**config.mk**
```make
export PLATFORM = sky130hd
export DESIGN_NAME = memory_arbiter
export DESIGN_NICKNAME = d
export VERILOG_FILES = /design/src/rtl/memory_arbiter.sv
export SDC_FILE = /design/constraint.sdc
export NUM_CORES = 1
export LEC_CHECK = 0
export BUFFER_PORTS_ARGS = -buffer_cell sky130_fd_sc_hd__clkbuf_2
export CELL_PAD_IN_SITES_DETAIL_PLACEMENT = 0
export CELL_PAD_IN_SITES_GLOBAL_PLACEMENT = 2
export CORE_AREA = 2 2 119 121
export DETAILED_ROUTE_END_ITERATION = 6
export DIE_AREA = 0 0 121 123
export PLACE_DENSITY_LB_ADDON = 0.1
export SETUP_SLACK_MARGIN = 0.3
export SLEW_MARGIN = 20
export SYNTH_ARGS = -nofsm -noshare
export SYNTH_HDL_FRONTEND = slang
export SYNTH_SLANG_ARGS = --single-unit
```
**constraint.sdc**
```tcl
create_clock -name CLK -period 1.4 [get_ports CLK]
set_input_delay 0.14 -clock CLK [delete_from_list [all_inputs] [get_ports CLK]]
set_output_delay 0.14 -clock CLK [all_outputs]
set_load 0.02 [all_outputs]
```
**src/rtl/memory_arbiter.sv**
```systemverilog
// memory_arbiter: merges icache and dcache traffic onto one RAM port.
// One RAM transaction in flight at a time; dcache has fixed priority.
// Completion and stall signals are combinational from ramstate.
// Optional build macro MEMORY_ARBITER_STARVE_GUARD_EN adds a starvation guard.
// With the guard, the icache is forced a grant after STARVE_LIMIT
// consecutive dcache grants that happened while it was waiting.
module memory_arbiter #(
  parameter int ADDR_W       = 32,
  parameter int DATA_W       = 32,
  parameter int STARVE_LIMIT = 4
) (
  input  logic              CLK,
  input  logic              nRST,
  input  logic              iREN,
  input  logic [ADDR_W-1:0] iaddr,
  output logic              iwait,
  output logic [DATA_W-1:0] iload,
  input  logic              dREN,
  input  logic              dWEN,
  input  logic [ADDR_W-1:0] daddr,
  input  logic [DATA_W-1:0] dstore,
  output logic              dwait,
  output logic [DATA_W-1:0] dload,
  output logic              ramREN,
  output logic              ramWEN,
  output logic [ADDR_W-1:0] ramaddr,
  output logic [DATA_W-1:0] ramstore,
  input  logic [DATA_W-1:0] ramload,
  input  logic [1:0]        ramstate,
  output logic              memerr
);

  typedef enum logic [1:0] {IDLE, DXFER, IXFER} state_t;

  localparam logic [1:0] RAM_ACCESS = 2'd2;
  localparam logic [1:0] RAM_ERROR  = 2'd3;
  localparam logic [DATA_W-1:0] ERR_WORD = DATA_W'(32'hBAD1BAD1);

  state_t state_q, state_d;
  logic   memerr_q, memerr_d;
  logic   d_req, ram_done, ram_err, starve_hit;

  assign d_req    = dREN | dWEN;
  assign ram_err  = (ramstate == RAM_ERROR);
  assign ram_done = (ramstate == RAM_ACCESS) | ram_err;
  assign memerr   = memerr_q;

`ifdef MEMORY_ARBITER_STARVE_GUARD_EN
  localparam int CNT_W = (STARVE_LIMIT < 1) ? 1 : $clog2(STARVE_LIMIT + 1);
  localparam logic [CNT_W-1:0] LIMIT = CNT_W'(STARVE_LIMIT);

  logic [CNT_W-1:0] starve_q, starve_d;

  assign starve_hit = (starve_q == LIMIT);

  // Starvation counter register.
  always_ff @(posedge CLK) begin
    if (!nRST) starve_q <= '0;
    else       starve_q <= starve_d;
  end

  // Count dcache grants taken while the icache waits; clear when it is served or idle.
  always_comb begin
    starve_d = starve_q;
    if (state_q == IDLE) begin
      if (!iREN || state_d == IXFER) begin
        starve_d = '0;
      end else if (state_d == DXFER && starve_q != LIMIT) begin
        starve_d = starve_q + 1'b1;
      end
    end
  end
`else
  assign starve_hit = 1'b0;
`endif

  // State and sticky error registers.
  always_ff @(posedge CLK) begin
    if (!nRST) begin
      state_q  <= IDLE;
      memerr_q <= 1'b0;
    end else begin
      state_q  <= state_d;
      memerr_q <= memerr_d;
    end
  end

  // Arbitration, RAM port steering and completion handshakes.
  // While nRST is low every output sits at its reset value.
  always_comb begin
    state_d  = state_q;
    memerr_d = memerr_q;
    iwait    = 1'b1;
    dwait    = 1'b1;
    iload    = '0;
    dload    = '0;
    ramREN   = 1'b0;
    ramWEN   = 1'b0;
    ramaddr  = '0;
    ramstore = '0;
    if (nRST) begin
      case (state_q)
        IDLE: begin
          // The guard only overrides the dcache when the icache is actually asking.
          if (d_req && !(starve_hit && iREN)) state_d = DXFER;
          else if (iREN)                      state_d = IXFER;
        end
        DXFER: begin
          ramaddr  = daddr;
          ramstore = dstore;
          if (!d_req) begin
            // Withdrawn request: drop enables now, no completion pulse.
            state_d = IDLE;
          end else begin
            ramWEN = dWEN;
            ramREN = ~dWEN;
            if (ram_done) begin
              dwait    = 1'b0;
              dload    = ram_err ? ERR_WORD : ramload;
              memerr_d = memerr_q | ram_err;
              state_d  = IDLE;
            end
          end
        end
        IXFER: begin
          ramaddr = iaddr;
          if (!iREN) begin
            state_d = IDLE;
          end else begin
            ramREN = 1'b1;
            if (ram_done) begin
              iwait    = 1'b0;
              iload    = ram_err ? ERR_WORD : ramload;
              memerr_d = memerr_q | ram_err;
              state_d  = IDLE;
            end
          end
        end
        default: state_d = IDLE;
      endcase
    end
  end

endmodule

```
== Word level (Yosys, flattened, before mapping) ==
Index checks and enable logic that the tools add are counted.
Word-level totals
  register bits after elaboration: 3
  bits in latches: 0
  memory bits (writable): 0
  ROM bits: 0
  input bits: 135
  output and inout port bits: 133
  memories kept: 0
Cells by class
  $add $sub $neg: 0
  multiply operators: 0
  divide/modulo/power cells: 0
  $lt $le $gt $ge: 0
  equal/unequal tests: 7
  shift-type cells: 0
  multiplexer cells: 36
  bitwise gates (word level): 4
  reductions and logical operators: 3
Operators by type and width (number)
  $mux W32: 11
  $pmux W32 S2: 1
  $mux W1: 16
  $mux W2: 5
  $eq A2 B2 Y1 const B: 3
  $pmux W2 S3: 1
  $ne A2 B2 Y1 const B: 2
  $pmux W1 S2: 2
  $ne A3 B3 Y1 const B: 1
  $or A1 B1 Y1: 3
  $reduce_and A3 Y1: 1
  $eq A2 B1 Y1 const B: 1
  $logic_not A2 Y1: 1
  $reduce_bool A2 Y1: 1
  $not A1 Y1: 1

== Longest topological paths before layout ==
Gate-level depths: netlist of run 1.
  depth after elaboration: 6
  mapped depth: 6
  gate-level depth less buffers: 5

== Worst setup path before layout of run 1 ==
OpenSTA, ideal clock, no wires.
  path kind: flip-flop to output port
  start point: register state_q[0]
  end point: output port iload[22]
  data arrival time: 1388 ps
  data required time: 1260 ps
  path slack: -128 ps
  stages on the path, launching flop included: 7
  path buffers: 2
  cells stage by stage: dfxtp_1 > inv_1 > ha_1 > buf_2 > nand4_1 > buf_2 > nor2_1
Between the ends
  longest elaborated chain between the ends: 3
Ends and longest elaborated chain
  from (decl): line 39  | state_t state_q, state_d;
  from (signal assigned): line 83  | state_q <= state_d;
  $eq A2 B2 Y1: line 102  | case (state_q)
  $mux W32: line 102
  $mux W32: line 101  | if (nRST) begin
  to (decl): line 17  | output logic [DATA_W-1:0] iload,
Every way passes these cells.

== Worst setup path in the final report of run 1 ==
  start point: register state_q[0]
  end point: output port iload[6]
The elaborated chain is that of the path after synthesis.

==> out/results.tsv, run 1 <==
stage	metric	value	unit
sta	measured slew at the worst slew-check pin	0.543	ns
outcome	failing checks	setup timing	
grt	Tot GR Track Use	12.0	%
die	Core ar.	13600	sq um
layout	register area	67.6	sq um
synthesis	Cell variety after synth	26	
grt	number of global-route vias before repair	2879	
detailed_routing	antenna-violating nets left	0	
die	full die area	14900	sq um
sta	Hold Vio Cnt, Final	0	
sta	FMAX	591	MHz
clock_network	H-tree levels	1	
die	initial core utilization	9.82	%
place	routability congestion estimate	0.731	
worst_hold_path	min-delay worst type	input pin to register	
clock_network	clk_lat worst skew	0.22	ns
sta	min Tclk post-route	1.69	ns
power	total power per unit cell area	361	nW/um^2
clock_network	Hold-fix buffers, CTS	0	
synthesis	Mean Syn Cell Area	5.28	sq um
synthesis	post-synthesis sequential element count	3	
run	max-cap viol count	0	
layout	Filler Cell Count	1397	
place	# port buffers	267	
critical_path	crit start category	register	
detailed_routing	initial DRC count	39	
grt	total gr overflow	0	
place	Placed Area	3900	sq um
sta	RSZ-0062 raised after global routing	yes	
grt	initial antenna violation count	0	
synthesis	Syn Inst Count	253	
sta	period utilisation layout	121	%
critical_path	critical setup path kind	register to output pin	
clock_network	CTS tree	built	
synthesis	Yosys warnings	0	
grt	largest net degree at the start of global routing	34	
critical_path	internal reg-to-reg setup slack	-0.08	ns
die	site row count	43	
detailed_routing	DRC	0	
place	detailed placement HPWL	7880	microns
detailed_routing	DRT Pass-1 Iters	3	
clock_network	Worst-path clk slew	0.03	ns
sta	Clock Skews	0.000842	ns
clock_network	cts bufs inserted	3	
power	leakage	2.37	nW
sta	WHS	0.313	ns
layout	Ant. Diodes	0	
layout	Final Core Density	40.3	%
power	Final Power	0.00198	W
critical_path	Worst setup EP type	output pin	
detailed_routing	post-DR wirelength/cell	14.8	microns
clock_network	Sink Count	3	
place	Post-Place Worst Slack	-0.0505	ns
sta	Slew Limit Fails	0	
grt	global-route wire length before repair	14400	microns
die	Ports	268	
die	Die Wd	121	microns
synthesis	mapped cell area	1340	sq um
layout	share of cells above drive strength 1	90.3	%
die	die height	123	microns
detailed_routing	Routed WL	10700	microns
sta	Finish-stage setup viols	134	
detailed_routing	Vias	3008	
layout	area grow syn2layout	310	%
sta	max_slew headroom	63.3	%
sta	setup slack after layout	-0.291	ns
clock_network	clock root buffer	clkbuf_16	
critical_path	WP data required	1.26	ns
power	peak supply drop	0.288	mV
clock_network	Bufs on Longest Clock Path	2	
detailed_routing	routed vias/inst	4.15	
critical_path	Worst Path Max Fanout	10	
critical_path	worst path arrival time	1.55	ns
synthesis	Syn Nets	392	
layout	Final Cell Area	5480	sq um
layout	NumNets Final	685	
outcome	status	finished, violations left	
synthesis	sequential area share after synthesis	4.49	%
layout	Multi-input gate area	2160	sq um
## what timing repair did
item                       CTS  global route
buffers inserted             1             8
setup endpoints to repair  135           135
cloned                       0             8
pin swaps                    0            30
gates resized for setup    154           250
## final cells by class
class                      count  share of cell area, %
multi-input combinational    220                   39.4
tap                          180                   4.11
inverter                       3                  0.297
timing repair buffer         315                   53.5
sequential                     3                   1.23
clock buffer                   4                   1.44
## final timing paths
path | startpoint | endpoint | cells after the start
worst min register to register | memerr | memerr | 1
worst max register to register | state_q[0] | state_q[1] | 7
worst max-delay path | state_q[0] | iload[6] | 7
worst min-delay path | nRST | state_q[0] | 3
## stage by stage
step,std cells,setup TNS [ns]
6_report,725,-30.60
5_1_grt,725,-38.01
2_1_floorplan,253,-1.03
4_1_cts,709,-30.90
3_3_place_gp,704,-1.20
3_5_place_dp,704,-1.74
## registers in the layout, summed over array words and instances (netlist names)
signal and cells:
state_q 2, memerr 1
## synth_stat cells
| master | instances | area, sq um |
|---|---|---|
| inv_1 | 3 | 11.3 |
| buf_4 | 3 | 22.5 |
| o2111ai_2 | 1 | 15.0 |
| o2bb2ai_1 | 1 | 8.76 |
| nand3b_1 | 1 | 7.51 |
| o21a_1 | 1 | 7.51 |
| and2_1 | 2 | 12.5 |
| a22oi_1 | 32 | 240 |
| and3_1 | 33 | 206 |
| buf_2 | 13 | 65.1 |
| nand2b_1 | 1 | 6.26 |
| a21oi_1 | 1 | 5.00 |
| nand2_1 | 20 | 75.1 |
| dfxtp_1 | 3 | 60.1 |
| o21ba_2 | 1 | 10.0 |
| nand4_1 | 1 | 6.26 |
| a211oi_1 | 1 | 7.51 |
| clkbuf_2 | 1 | 5.00 |
| nor3b_1 | 1 | 7.51 |
| nor4b_1 | 2 | 17.5 |
| ha_1 | 4 | 50.1 |
| nor2_1 | 114 | 428 |
| a311oi_1 | 1 | 8.76 |
| clkbuf_1 | 10 | 37.5 |
| nor4bb_1 | 1 | 10.0 |
| o21ai_1 | 1 | 5.00 |
## where the power goes
group	internal (W)	switching, W
logic	0.000701	0.000717
registers	0.0000914	0.00000858
clock network	0.000376	0.0000823
total	0.00117	0.000808
## cell usage in the layout, fill, tap and decap left out, types with 2 or more instances in the layout
master     count
clkbuf_2     155
and3_4        33
nand2_1       19
clkbuf_16      9
nor2_4        70
buf_6         59
a22oi_2       31
buf_4         18
buf_12        13
nor2_2        24
and2_1         2
clkbuf_8      13
buf_8         49
ha_4           3
dfxtp_4        2
inv_4          2
nor4b_1        2
nor2_1        20
## cells by family (layout without fill, tap and decap cells)
group                      after synthesis  count (layout)  share of synthesized area (%)
DFF                                      3               3                           4.49
AOI/OAI and AO/OA                       40              40                           23.0
and+or+nand+nor                        176             176                           58.1
adders and majority gates                4               4                           3.75
buffers and inverters                   30             322                           10.6
## metal layers
metal  up-vias  GRT usage [%]  part of all wire, %
met5         -              0                    0
met4         0           3.13                  1.3
met3        10           3.60                  8.8
met2       143           23.6                   55
met1      1406           12.3                   35
li1       1449              -                    -
## critical path: stages (launching register included)
cell	delay (ns)
dfxtp_4	0.35
inv_4	0.06
ha_4	0.15
nand4_1	0.15
buf_12	0.19
buf_12	0.15
nor2_2	0.10
clkbuf_8	0.16
No activity file was read; power rests on OpenSTA's default activity.
==> run 2, diff against run 1 <==
--- a/config.mk
+++ b/config.mk
@@ -12,6 +12,7 @@
 export DETAILED_ROUTE_END_ITERATION = 6
 export DIE_AREA = 0 0 121 123
 export PLACE_DENSITY_LB_ADDON = 0.1
+export RECOVER_POWER = 25
 export SETUP_SLACK_MARGIN = 0.3
 export SLEW_MARGIN = 20
 export SYNTH_ARGS = -nofsm -noshare
==> constraint.sdc (replaced) <==
create_clock -name CLK -period 1.7 [get_ports CLK]
set_input_delay 0.17 -clock CLK [delete_from_list [all_inputs] [get_ports CLK]]
set_output_delay 0.17 -clock CLK [all_outputs]
set_load 0.02 [all_outputs]
==> run 2 against run 1 <==
Clock-buffer cell count did not move. Clock power fell by 16%. Utilization rose by 3.5 points. Critical endpoint is now ramaddr[13]. Via count rose by 0.70%. Hold slack improved by 0.087 ns. Setup slack improved by 0.25 ns. The run still ends with setup timing left. First-iteration DRC count rose by 31%. Global-route usage rose by 1.7 points. Non-clock buffer count fell by 3. Combinational power fell by 6%. Critical path depth did not move. Final cell count fell by 0.41%.
==> out/results.tsv, run 2 (synthesis results as in run 1) <==
stage	metric	value	unit
grt	number of global-route vias before repair	3032	
grt	M3 GR Usage	2.91	%
outcome	status	finished, violations left	
die	Ports	268	
die	Core ar.	13600	sq um
sta	RSZ-0062 raised after global routing	yes	
layout	Multi-input gate area	2140	sq um
grt	largest net degree at the start of global routing	21	
sta	FMAX	576	MHz
layout	number of flip-flops in the largest register	2	
sta	Hold Vio Cnt, Final	0	
power	total power per unit cell area	304	nW/um^2
layout	area grow syn2layout	345	%
layout	register area	67.6	sq um
sta	Slew Limit Fails	0	
power	Final Power	0.00181	W
grt	routing usage on met2	27.9	%
layout	Largest Register	state_q	
layout	Ant. Diodes	0	
critical_path	internal reg-to-reg setup slack	0.17	ns
clock_network	cts bufs inserted	3	
sta	setup slack after layout	-0.0375	ns
detailed_routing	Vias	3029	
place	# port buffers	267	
power	peak supply drop	0.218	mV
clock_network	Sink Count	3	
outcome	failing checks	setup timing	
critical_path	Worst Reg-to-Reg Cells	7	
critical_path	worst path arrival time	1.57	ns
place	routability congestion estimate	0.696	
worst_hold_path	min-delay worst type	input pin to register	
clock_network	Bufs on Longest Clock Path	2	
worst_hold_path	hold path cells	4	
sta	min Tclk post-route	1.74	ns
detailed_routing	DRC	0	
grt	global-route wire length before repair	15900	microns
clock_network	CTS tree	built	
detailed_routing	routed vias/inst	4.20	
sta	period utilisation layout	102	%
critical_path	crit-path leading delay family	buffers and inverters	
die	site row count	43	
sta	max_slew headroom	69.1	%
grt	total gr overflow	0	
detailed_routing	post-DR wirelength/cell	15.8	microns
layout	Final Cell Area	5950	sq um
layout	Filler Cell Count	1297	
layout	share of cells above drive strength 1	88.4	%
die	initial core utilization	9.82	%
critical_path	CP max stage cell	dfxtp_4	
place	Post-Place Worst Slack	0.101	ns
critical_path	critical setup path kind	register to output pin	
grt	met1 usage	14.1	%
critical_path	Buf+Inv Stages, Crit Path	4	
sta	WHS	0.400	ns
run	max-cap viol count	0	
sta	Finish-stage setup viols	28	
grt	initial antenna violation count	0	
detailed_routing	antenna-violating nets left	0	
critical_path	Worst Path Max Fanout	8	
detailed_routing	initial DRC count	51	
die	full die area	14900	sq um
critical_path	Worst path max stage delay	0.35	ns
die	Die Wd	121	microns
critical_path	Stages on worst setup path	7	
critical_path	critical-path cell list	inv_4 > buf_6 > ha_4 > nand2_8 > buf_16 > nor2_2 > clkbuf_8	
layout	NumNets Final	682	
clock_network	Worst-path clk slew	0.03	ns
clock_network	clk_lat worst skew	0.23	ns
critical_path	WP data required	1.53	ns
detailed_routing	Routed WL	11400	microns
place	detailed placement HPWL	7190	microns
power	leakage	2.50	nW
grt	busiest grt layer	met2	
place	Placed Area	3330	sq um
sta	measured slew at the worst slew-check pin	0.461	ns
clock_network	H-tree levels	1	
layout	Final Core Density	43.7	%
grt	Tot GR Track Use	13.7	%
critical_path	Worst setup EP type	output pin	
critical_path	crit start category	register	
detailed_routing	DRT Pass-1 Iters	4	
layout	highest-count cells in the layout ignoring fill and taps	134 x clkbuf_2, 98 x buf_8, 77 x nor2_4	
die	die height	123	microns
sta	Clock Skews	0.000334	ns
clock_network	clock root buffer	clkbuf_16	
layout	commonest non-fill, non-tap cell in the layout	clkbuf_2	
[run 2: final cells by class]
cell class / instances / area share [%]
clock buffer: 4 / 1.32
sequential: 3 / 1.14
timing repair buffer: 312 / 57.5
inverter: 3 / 0.273
tap: 180 / 3.79
multi-input combinational: 220 / 36.0
[run 2: power breakdown]
| part | total (W) | leakage [nW] | switching, W | internal, W |
|---|---|---|---|---|
| logic | 0.00134 | 2.44 | 0.000639 | 0.000703 |
| clock network | 0.000383 | 0.0382 | 0.0000728 | 0.000310 |
| registers | 0.0000842 | 0.0259 | 0.00000889 | 0.0000753 |
| total | 0.00181 | 2.50 | 0.000720 | 0.00109 |
[run 2: what timing repair did]
| action | CTS | global route |
|---|---|---|
| pin swaps | 53 | 20 |
| setup endpoints to repair | 135 | 135 |
| hold buffers | 0 | 0 |
| resized for setup | 321 | 222 |
| setup buffers | 9 | 3 |
| cloned | 13 | 5 |
[run 2: worst reg2reg max path, delay by kind of cell, from the launching register on]
kind	cells	cell delay [ns]
adder cells (fa/ha/maj)	1	0.18
flip-flops	1	0.35
AO/OA/AOI/OAI	2	0.42
buffers and inverters	4	0.45
[run 2: layer usage]
layer	share of wire [%]	wire [microns]
met1	34	3910
met2	58	6580
met3	7.7	873
met4	0.37	42
met5	0	0
[run 2: through the flow]
step / cells / setup TNS [ns]
finish: 722 / -0.433
global route: 722 / -3.15
CTS: 714 / -0.559
detailed placement: 688 / 0
global placement: 688 / 0
floorplan: 253 / 0
[run 2: worst paths after layout]
| path | start | end |
|---|---|---|
| worst max-delay path | state_q[1] | ramaddr[13] |
| worst min-delay path | iREN | state_q[1] |
| worst min register to register | memerr | memerr |
| worst max register to register | state_q[1] | state_q[0] |
